### src/rtl/uart_sram_loader_pkg.sv
// uart_sram_loader_pkg
//   Shared definitions for the UART-to-SRAM loader: loader FSM state
//   encoding, receiver state encoding, the END opcode nibble and the
//   SRAM word-address width.
//   Optional feature macro: LOADER_CKSUM_EN (checksum byte after END).
package uart_sram_loader_pkg;

   localparam int         SRAM_AW    = 18;
   localparam logic [3:0] END_NIBBLE = 4'b0000;

   typedef enum logic [2:0] {
      ST_WAIT_HI  = 3'd0,
      ST_WAIT_LO  = 3'd1,
      ST_WR_SETUP = 3'd2,
      ST_WR_PULSE = 3'd3,
      ST_WR_HOLD  = 3'd4,
      ST_WAIT_CK  = 3'd5,
      ST_DONE     = 3'd6,
      ST_ERR      = 3'd7
   } loader_state_t;

   typedef enum logic [1:0] {
      RX_IDLE  = 2'd0,
      RX_START = 2'd1,
      RX_DATA  = 2'd2,
      RX_STOP  = 2'd3
   } rx_state_t;

   // A word whose top nibble is the END opcode terminates the load.
   function automatic logic is_end_word(input logic [15:0] w);
      return w[15:12] == END_NIBBLE;
   endfunction

endpackage

### src/rtl/uart_sram_loader_uart_rx.sv
// uart_rx
//   8N1 UART receiver, LSB first, oversampling with a cycle counter.
//   Ports:
//     CLK, RST_N  - clock, synchronous active-low reset
//     rxd         - asynchronous serial input (idle high)
//     rx_byte     - last received byte, valid with byte_valid
//     byte_valid  - one-cycle pulse per good byte
//     frame_err   - one-cycle pulse when the stop bit samples low
//   Parameter BIT_CYC: clock cycles per bit, supplied by the loader.
module uart_rx
   import uart_sram_loader_pkg::*;
#(
   parameter int BIT_CYC = 434
) (
   input  logic       CLK,
   input  logic       RST_N,
   input  logic       rxd,
   output logic [7:0] rx_byte,
   output logic       byte_valid,
   output logic       frame_err
);

   localparam int             CW      = $clog2(BIT_CYC + 1);
   localparam logic [CW-1:0]  HALF_M1 = CW'(BIT_CYC / 2 - 1);
   localparam logic [CW-1:0]  FULL_M1 = CW'(BIT_CYC - 1);

   rx_state_t     state;
   logic          sync1, sync2, prev;
   logic [CW-1:0] cnt;
   logic [2:0]    idx;
   logic [7:0]    shreg;

   always_ff @(posedge CLK) begin
      if (!RST_N) begin
         // Synchronizer loads idle level so reset never fakes a start edge.
         sync1      <= 1'b1;
         sync2      <= 1'b1;
         prev       <= 1'b1;
         state      <= RX_IDLE;
         cnt        <= '0;
         idx        <= '0;
         shreg      <= '0;
         rx_byte    <= '0;
         byte_valid <= 1'b0;
         frame_err  <= 1'b0;
      end else begin
         sync1      <= rxd;
         sync2      <= sync1;
         prev       <= sync2;
         byte_valid <= 1'b0;
         frame_err  <= 1'b0;
         case (state)
            RX_IDLE: begin
               if (prev && !sync2) begin
                  state <= RX_START;
                  cnt   <= '0;
               end
            end
            RX_START: begin
               // Re-check the start bit at mid-bit; a high line was a glitch.
               if (cnt == HALF_M1) begin
                  cnt   <= '0;
                  idx   <= '0;
                  state <= sync2 ? RX_IDLE : RX_DATA;
               end else begin
                  cnt <= cnt + 1'b1;
               end
            end
            RX_DATA: begin
               if (cnt == FULL_M1) begin
                  cnt   <= '0;
                  shreg <= {sync2, shreg[7:1]};
                  idx   <= idx + 3'd1;
                  if (idx == 3'd7) state <= RX_STOP;
               end else begin
                  cnt <= cnt + 1'b1;
               end
            end
            RX_STOP: begin
               // Return to idle at mid-stop so the next start edge is caught.
               if (cnt == FULL_M1) begin
                  cnt   <= '0;
                  state <= RX_IDLE;
                  if (sync2) begin
                     rx_byte    <= shreg;
                     byte_valid <= 1'b1;
                  end else begin
                     frame_err <= 1'b1;
                  end
               end else begin
                  cnt <= cnt + 1'b1;
               end
            end
            default: state <= RX_IDLE;
         endcase
      end
   end

endmodule

### src/rtl/uart_sram_loader.sv
// uart_sram_loader
//   Receives big-endian 16-bit words over UART and writes them to
//   consecutive SRAM word addresses from 0, holding the CPU until a word
//   with the END opcode nibble has been written.
//   Ports:
//     CLK, RST_N                  - clock, synchronous active-low reset
//     UART_RXD                    - serial input, 8N1
//     SRAM_CE/OE/LB/UB            - constant SRAM controls (0,1,0,0)
//     SRAM_WE                     - active-low write strobe
//     SRAM_A, SRAM_D, SRAM_D_OE   - word address, write data, bus drive
//     CPU_HOLD                    - high while loading or after an error
//     LOAD_DONE, LOAD_ERR         - sticky status
//     LED_G                       - low 8 bits of the written-word count
//   Optional feature macro: LOADER_CKSUM_EN - after END, one more byte must
//   equal the XOR of all preceding load bytes.
module uart_sram_loader
   import uart_sram_loader_pkg::*;
#(
   parameter int CLK_HZ = 50000000,
   parameter int BAUD   = 115200
) (
   input  logic               CLK,
   input  logic               RST_N,
   input  logic               UART_RXD,
   output logic               SRAM_CE,
   output logic               SRAM_OE,
   output logic               SRAM_LB,
   output logic               SRAM_UB,
   output logic               SRAM_WE,
   output logic [SRAM_AW-1:0] SRAM_A,
   output logic [15:0]        SRAM_D,
   output logic               SRAM_D_OE,
   output logic               CPU_HOLD,
   output logic               LOAD_DONE,
   output logic               LOAD_ERR,
   output logic [7:0]         LED_G
);

   localparam int                 BIT_CYC  = CLK_HZ / BAUD;
   localparam logic [SRAM_AW-1:0] ADDR_MAX = '1;

   logic [7:0]         rx_byte;
   logic               byte_valid, frame_err;

   loader_state_t      state;
   logic [SRAM_AW-1:0] addr;
   logic [7:0]         word_cnt;   // only the low byte is ever observable
   logic [7:0]         word_hi;
   logic               pulse_cnt;
`ifdef LOADER_CKSUM_EN
   logic [7:0]         cksum;
`endif

   assign SRAM_CE = 1'b0;
   assign SRAM_OE = 1'b1;
   assign SRAM_LB = 1'b0;
   assign SRAM_UB = 1'b0;
   assign SRAM_A  = addr;
   assign LED_G   = word_cnt;

   uart_rx #(.BIT_CYC(BIT_CYC)) u_rx (
      .CLK       (CLK),
      .RST_N     (RST_N),
      .rxd       (UART_RXD),
      .rx_byte   (rx_byte),
      .byte_valid(byte_valid),
      .frame_err (frame_err)
   );

   always_ff @(posedge CLK) begin
      if (!RST_N) begin
         state     <= ST_WAIT_HI;
         addr      <= '0;
         word_cnt  <= '0;
         word_hi   <= '0;
         pulse_cnt <= 1'b0;
         SRAM_WE   <= 1'b1;
         SRAM_D_OE <= 1'b0;
         SRAM_D    <= '0;
         CPU_HOLD  <= 1'b1;
         LOAD_DONE <= 1'b0;
         LOAD_ERR  <= 1'b0;
`ifdef LOADER_CKSUM_EN
         cksum     <= '0;
`endif
      end else begin
         case (state)
            ST_WAIT_HI: begin
               if (frame_err) begin
                  state    <= ST_ERR;
                  LOAD_ERR <= 1'b1;
               end else if (byte_valid) begin
                  word_hi <= rx_byte;
                  state   <= ST_WAIT_LO;
`ifdef LOADER_CKSUM_EN
                  cksum   <= cksum ^ rx_byte;
`endif
               end
            end
            ST_WAIT_LO: begin
               if (frame_err) begin
                  state    <= ST_ERR;
                  LOAD_ERR <= 1'b1;
               end else if (byte_valid) begin
                  // Data and drive enable go valid one cycle ahead of WE.
                  SRAM_D    <= {word_hi, rx_byte};
                  SRAM_D_OE <= 1'b1;
                  state     <= ST_WR_SETUP;
`ifdef LOADER_CKSUM_EN
                  cksum     <= cksum ^ rx_byte;
`endif
               end
            end
            ST_WR_SETUP: begin
               if (byte_valid) begin
                  state     <= ST_ERR;
                  LOAD_ERR  <= 1'b1;
                  SRAM_D_OE <= 1'b0;
               end else begin
                  SRAM_WE   <= 1'b0;
                  pulse_cnt <= 1'b0;
                  state     <= ST_WR_PULSE;
               end
            end
            ST_WR_PULSE: begin
               if (byte_valid) begin
                  state     <= ST_ERR;
                  LOAD_ERR  <= 1'b1;
                  SRAM_WE   <= 1'b1;
                  SRAM_D_OE <= 1'b0;
               end else if (pulse_cnt) begin
                  SRAM_WE <= 1'b1;
                  state   <= ST_WR_HOLD;
               end else begin
                  pulse_cnt <= 1'b1;
               end
            end
            ST_WR_HOLD: begin
               SRAM_D_OE <= 1'b0;
               if (byte_valid) begin
                  state    <= ST_ERR;
                  LOAD_ERR <= 1'b1;
               end else begin
                  word_cnt <= word_cnt + 8'd1;
                  if (is_end_word(SRAM_D)) begin
                     // Address saturates rather than wrapping to 0.
                     if (addr != ADDR_MAX) addr <= addr + 1'b1;
`ifdef LOADER_CKSUM_EN
                     state <= ST_WAIT_CK;
`else
                     state     <= ST_DONE;
                     LOAD_DONE <= 1'b1;
                     CPU_HOLD  <= 1'b0;
`endif
                  end else if (addr == ADDR_MAX) begin
                     // No room for anything after the last word.
                     state    <= ST_ERR;
                     LOAD_ERR <= 1'b1;
                  end else begin
                     addr  <= addr + 1'b1;
                     state <= ST_WAIT_HI;
                  end
               end
            end
`ifdef LOADER_CKSUM_EN
            ST_WAIT_CK: begin
               if (frame_err) begin
                  state    <= ST_ERR;
                  LOAD_ERR <= 1'b1;
               end else if (byte_valid) begin
                  if (rx_byte == cksum) begin
                     state     <= ST_DONE;
                     LOAD_DONE <= 1'b1;
                     CPU_HOLD  <= 1'b0;
                  end else begin
                     state    <= ST_ERR;
                     LOAD_ERR <= 1'b1;
                  end
               end
            end
`endif
            ST_DONE: state <= ST_DONE;
            ST_ERR:  state <= ST_ERR;
            default: begin
               state     <= ST_ERR;
               LOAD_ERR  <= 1'b1;
               CPU_HOLD  <= 1'b1;
               SRAM_WE   <= 1'b1;
               SRAM_D_OE <= 1'b0;
            end
         endcase
      end
   end

endmodule

### config.mk
export PLATFORM = sky130hd
export DESIGN_NAME = uart_sram_loader
export DESIGN_NICKNAME = d
export VERILOG_FILES = /design/src/rtl/uart_sram_loader_pkg.sv /design/src/rtl/uart_sram_loader_uart_rx.sv /design/src/rtl/uart_sram_loader.sv
export SDC_FILE = /design/constraint.sdc
export NUM_CORES = 1
export LEC_CHECK = 0
export CAP_MARGIN = 5
export CORE_UTILIZATION = 35
export CTS_CLUSTER_SIZE = 10
export DETAILED_ROUTE_END_ITERATION = 10
export PLACE_DENSITY_LB_ADDON = 0.15
export SYNTH_ARGS = -nofsm -noshare
export SYNTH_HDL_FRONTEND = slang
export SYNTH_SLANG_ARGS = --single-unit
export TNS_END_PERCENT = 1
### constraint.sdc
create_clock -name CLK -period 2.05 [get_ports CLK]
set_input_delay 0.205 -clock CLK [delete_from_list [all_inputs] [get_ports CLK]]
set_output_delay 0.205 -clock CLK [all_outputs]
set_load 0.005 [all_outputs]
==> impl_results.md <==
- Total negative slack: 0 ns
- Via count: 3565
- DRT Pass-1 Iters: 8
- Overflow after GRT: 0
- Post-DP HPWL: 6.36 mm
- Root cell of the clock tree: clkbuf_16
- Pre-CTS setup slack: 0.0872 ns
- Fmax: 0.529 GHz
- Layout cells sized above 1: 8.83%
- Mapped Area: 0.00419 mm²
- # IOs: 54
- Pwr/cell area: 735 mW/mm²
- Clock Skew: 0.00687 ns
- Fill cells: 1142
- Critical path arrival: 2.17 ns
- CTS Buf Count: 9
- Max-cap violation count: 0
- Failing checks: DRC
- Multi-input logic area: 0.00215 mm²
- FP Rows: 39
- Number of diodes: 0
- WP data required: 2.33 ns
- Slew Viols, Final: 0
- CP Launch Point: u_rx.cnt[1]
- H-tree depth: 3
- Area grow syn2layout: 23.8%
- RSZ-0062 raised after global routing: no
- Crit. End Element: register
- Final Cycle Share: 92.2%
- Worst reg2reg path depth: 8
- Final wirelength: 9.25 mm
- Reg-to-Reg Start: u_rx.cnt[1]
- PortBufs: 49
- Critical Path End: u_rx.cnt[3]
- R2r setup slk: 0.16 ns
- CTS clk-pin slew, worst paths: 0.06 ns
- TritonCTS Sinks: 94
- Register area share after synthesis: 44.9%
- Gpl congestion: 0.796
- Die area: 0.0124 mm²
- Final min period: 1.89 ns
- WL per Instance: 13.3 µm
- Netlist cell types: 61
- Max incr delay on CP: 0.42 ns
- Post-synth ARST share: 0%
- Vias/cell: 5.11
- Die width: 111 µm
- Hold WC Path Type: register to register
- Largest net degree at the start of global routing: 73
- Core area: 0.0116 mm²
- Syn Inst Count: 493
- Final Hold Viols: 0
- Clk buf depth: 2
- Slowest-stage cell, CP: dfxtp_1
- # DRC: 18
- Reg2reg end: u_rx.cnt[3]
- Global Route Usage Sum: 15.7%
- Synth Flop Type: dfxtp_1
- Initial antenna violation count: 0
- Final antenna-violating net count: 0
- Die Ht: 111 µm
- Crit Path Max Fanout: 10
- Top cells by area, synth: dfxtp_1 45%, nand2_1 8.7%, a21oi_1 5.7%, nor2_1 4.0%, mux2i_1 3.8%
- Clk_lat worst skew: 0.35 ns
- PnR worst setup slack: 0.161 ns
- Final setup vio count: 0
- First-pass GRT wire length: 15.6 mm
- Post-route cell area: 0.00518 mm²
- EDFF count, synth: 0
- Leakage power: 1.87 nW
- Overall power: 3.81 mW
- Dpl cell area: 0.00489 mm²
- Fin Hold WS: 0.416 ns
- Run status: complete, but fails checks
- YS warnings: 0
- Post-synth top area cell: dfxtp_1
- Worst path cell trace: inv_1, ha_1, and4bb_1, a22o_4, a211oi_4, buf_4, a41oi_1, a31oi_1
- FF+latch count, synth: 94
- Share of the synthesized area in the top cell type: 44.9%
- Number of global-route vias before repair: 3230
- Drt initial violations: 187
- Worst VDD drop: 0.322 mV
- CP Launch Type: register
- Final nets: 564
- Reg area: 0.00188 mm²
- TritonCTS clock tree: built
- Initial Util: 36.2%
- Average size of a mapped cell: 8.50 µm²
- Crit Path Category: register to register
## layout make-up
class	instances	area share, %
well taps	143	3.45
inverters	14	1.01
clock buffers	12	4.75
repair buffers	68	12.5
multi-input cells	363	41.4
flip-flops and latches	94	36.3
clock inverters	4	0.603
## kinds of logic after synthesis
| family | share of synthesized area (%) |
|---|---|
| AO/OA/AOI/OAI | 13.7 |
| other | 0.179 |
| flip-flops | 44.9 |
| XOR/XNOR | 4.18 |
| multiplexers | 3.82 |
| AND/OR/NAND/NOR | 25.6 |
| adder cells (fa/ha/maj) | 3.29 |
| buffers and inverters | 4.27 |
## worst max-delay path, delay by kind of cell (launching register included)
kind | cells | cell delay [ns]
AO/OA/AOI/OAI | 4 | 0.71
flip-flops | 1 | 0.42
buffers and inverters | 2 | 0.29
AND/OR/NAND/NOR | 1 | 0.22
adder cells (fa/ha/maj) | 1 | 0.18
## layer usage
metal	global-route usage, %	wire length, µm	vias to the layer above
met4	8.92	224	0
met1	20.9	4620	1684
met2	23.9	4160	53
li1	-	-	1814
met3	3.21	247	14
met5	0	0	-
## timing repair
action | in CTS | in global routing
buffers inserted | 0 | 1
setup endpoints to repair | 0 | 9
resized for setup | 0 | 1
hold buffers | 0 | 0
## how the worst min path moves through the flow
stage / endpoint / start / cells past startpoint / slack, ns
after floorplan: u_rx.sync1 / UART_RXD / 1 / 0.31
after global placement: u_rx.sync2 / u_rx.sync1 / 1 / 0.40
after detailed placement: u_rx.sync2 / u_rx.sync1 / 1 / 0.41
after CTS: u_rx.sync2 / u_rx.sync1 / 1 / 0.42
after global routing: u_rx.sync2 / u_rx.sync1 / 1 / 0.46
final: u_rx.sync2 / u_rx.sync1 / 1 / 0.42
## registers in the layout (all words and copies together) (netlist names), 3 cells and up, named ones only
| register | cells |
|---|---|
| u_rx.cnt | 9 |
| u_rx.rx_byte | 8 |
| u_rx.idx | 3 |
| word_hi | 8 |
| SRAM_D | 16 |
| u_rx.shreg | 8 |
| state | 3 |
| LED_G | 8 |
| SRAM_A | 18 |
## power breakdown
part           internal, mW  switching [mW]
clock                 0.860           0.711
combinational         0.151           0.193
sequential             1.86          0.0360
total                  2.87           0.940
## layout by cell type (no fill, tap or decap), drive strengths merged, types with 5 or more instances in the layout
master	synthesis	layout
nand3	23	23
clkdlybuf4s50	0	49
xnor2	15	15
ha	11	11
and3	5	5
xor2	5	5
nand4	7	7
a31oi	7	7
nor4	5	5
clkbuf	15	12
buf	9	19
nand2	97	97
nand2b	9	9
nor2	45	45
inv	14	15
dfxtp	94	94
mux2i	16	16
nor3	9	9
o21ai	9	9
a21oi	48	48
## cell usage after synthesis, types with 2 or more instances
cell,count
nand3_1,22
a211oi_1,2
xnor2_1,15
buf_4,6
ha_1,11
nor4_1,4
and4_1,4
clkbuf_1,14
o22ai_1,4
nor2_1,45
and3_1,4
buf_2,3
a221oi_1,2
or2_2,2
conb_1,2
nor3_1,8
or3_1,2
xor2_1,5
a21oi_1,48
nand2b_1,9
inv_1,13
o21ai_0,7
nand2_1,97
dfxtp_1,94
nor3b_1,2
nor2b_1,3
mux2i_1,16
a41oi_1,2
o21a_1,2
o31ai_1,3
nand4_1,6
a31oi_1,7
## per-stage QoR
stage	instances	util (%)
2_1_floorplan	495	-
3_3_place_gp	681	42.3
3_5_place_dp	681	42.3
4_1_cts	697	44.7
5_1_grt	698	44.8
6_report	698	44.8
No activity file was read; power rests on OpenSTA's default activity.
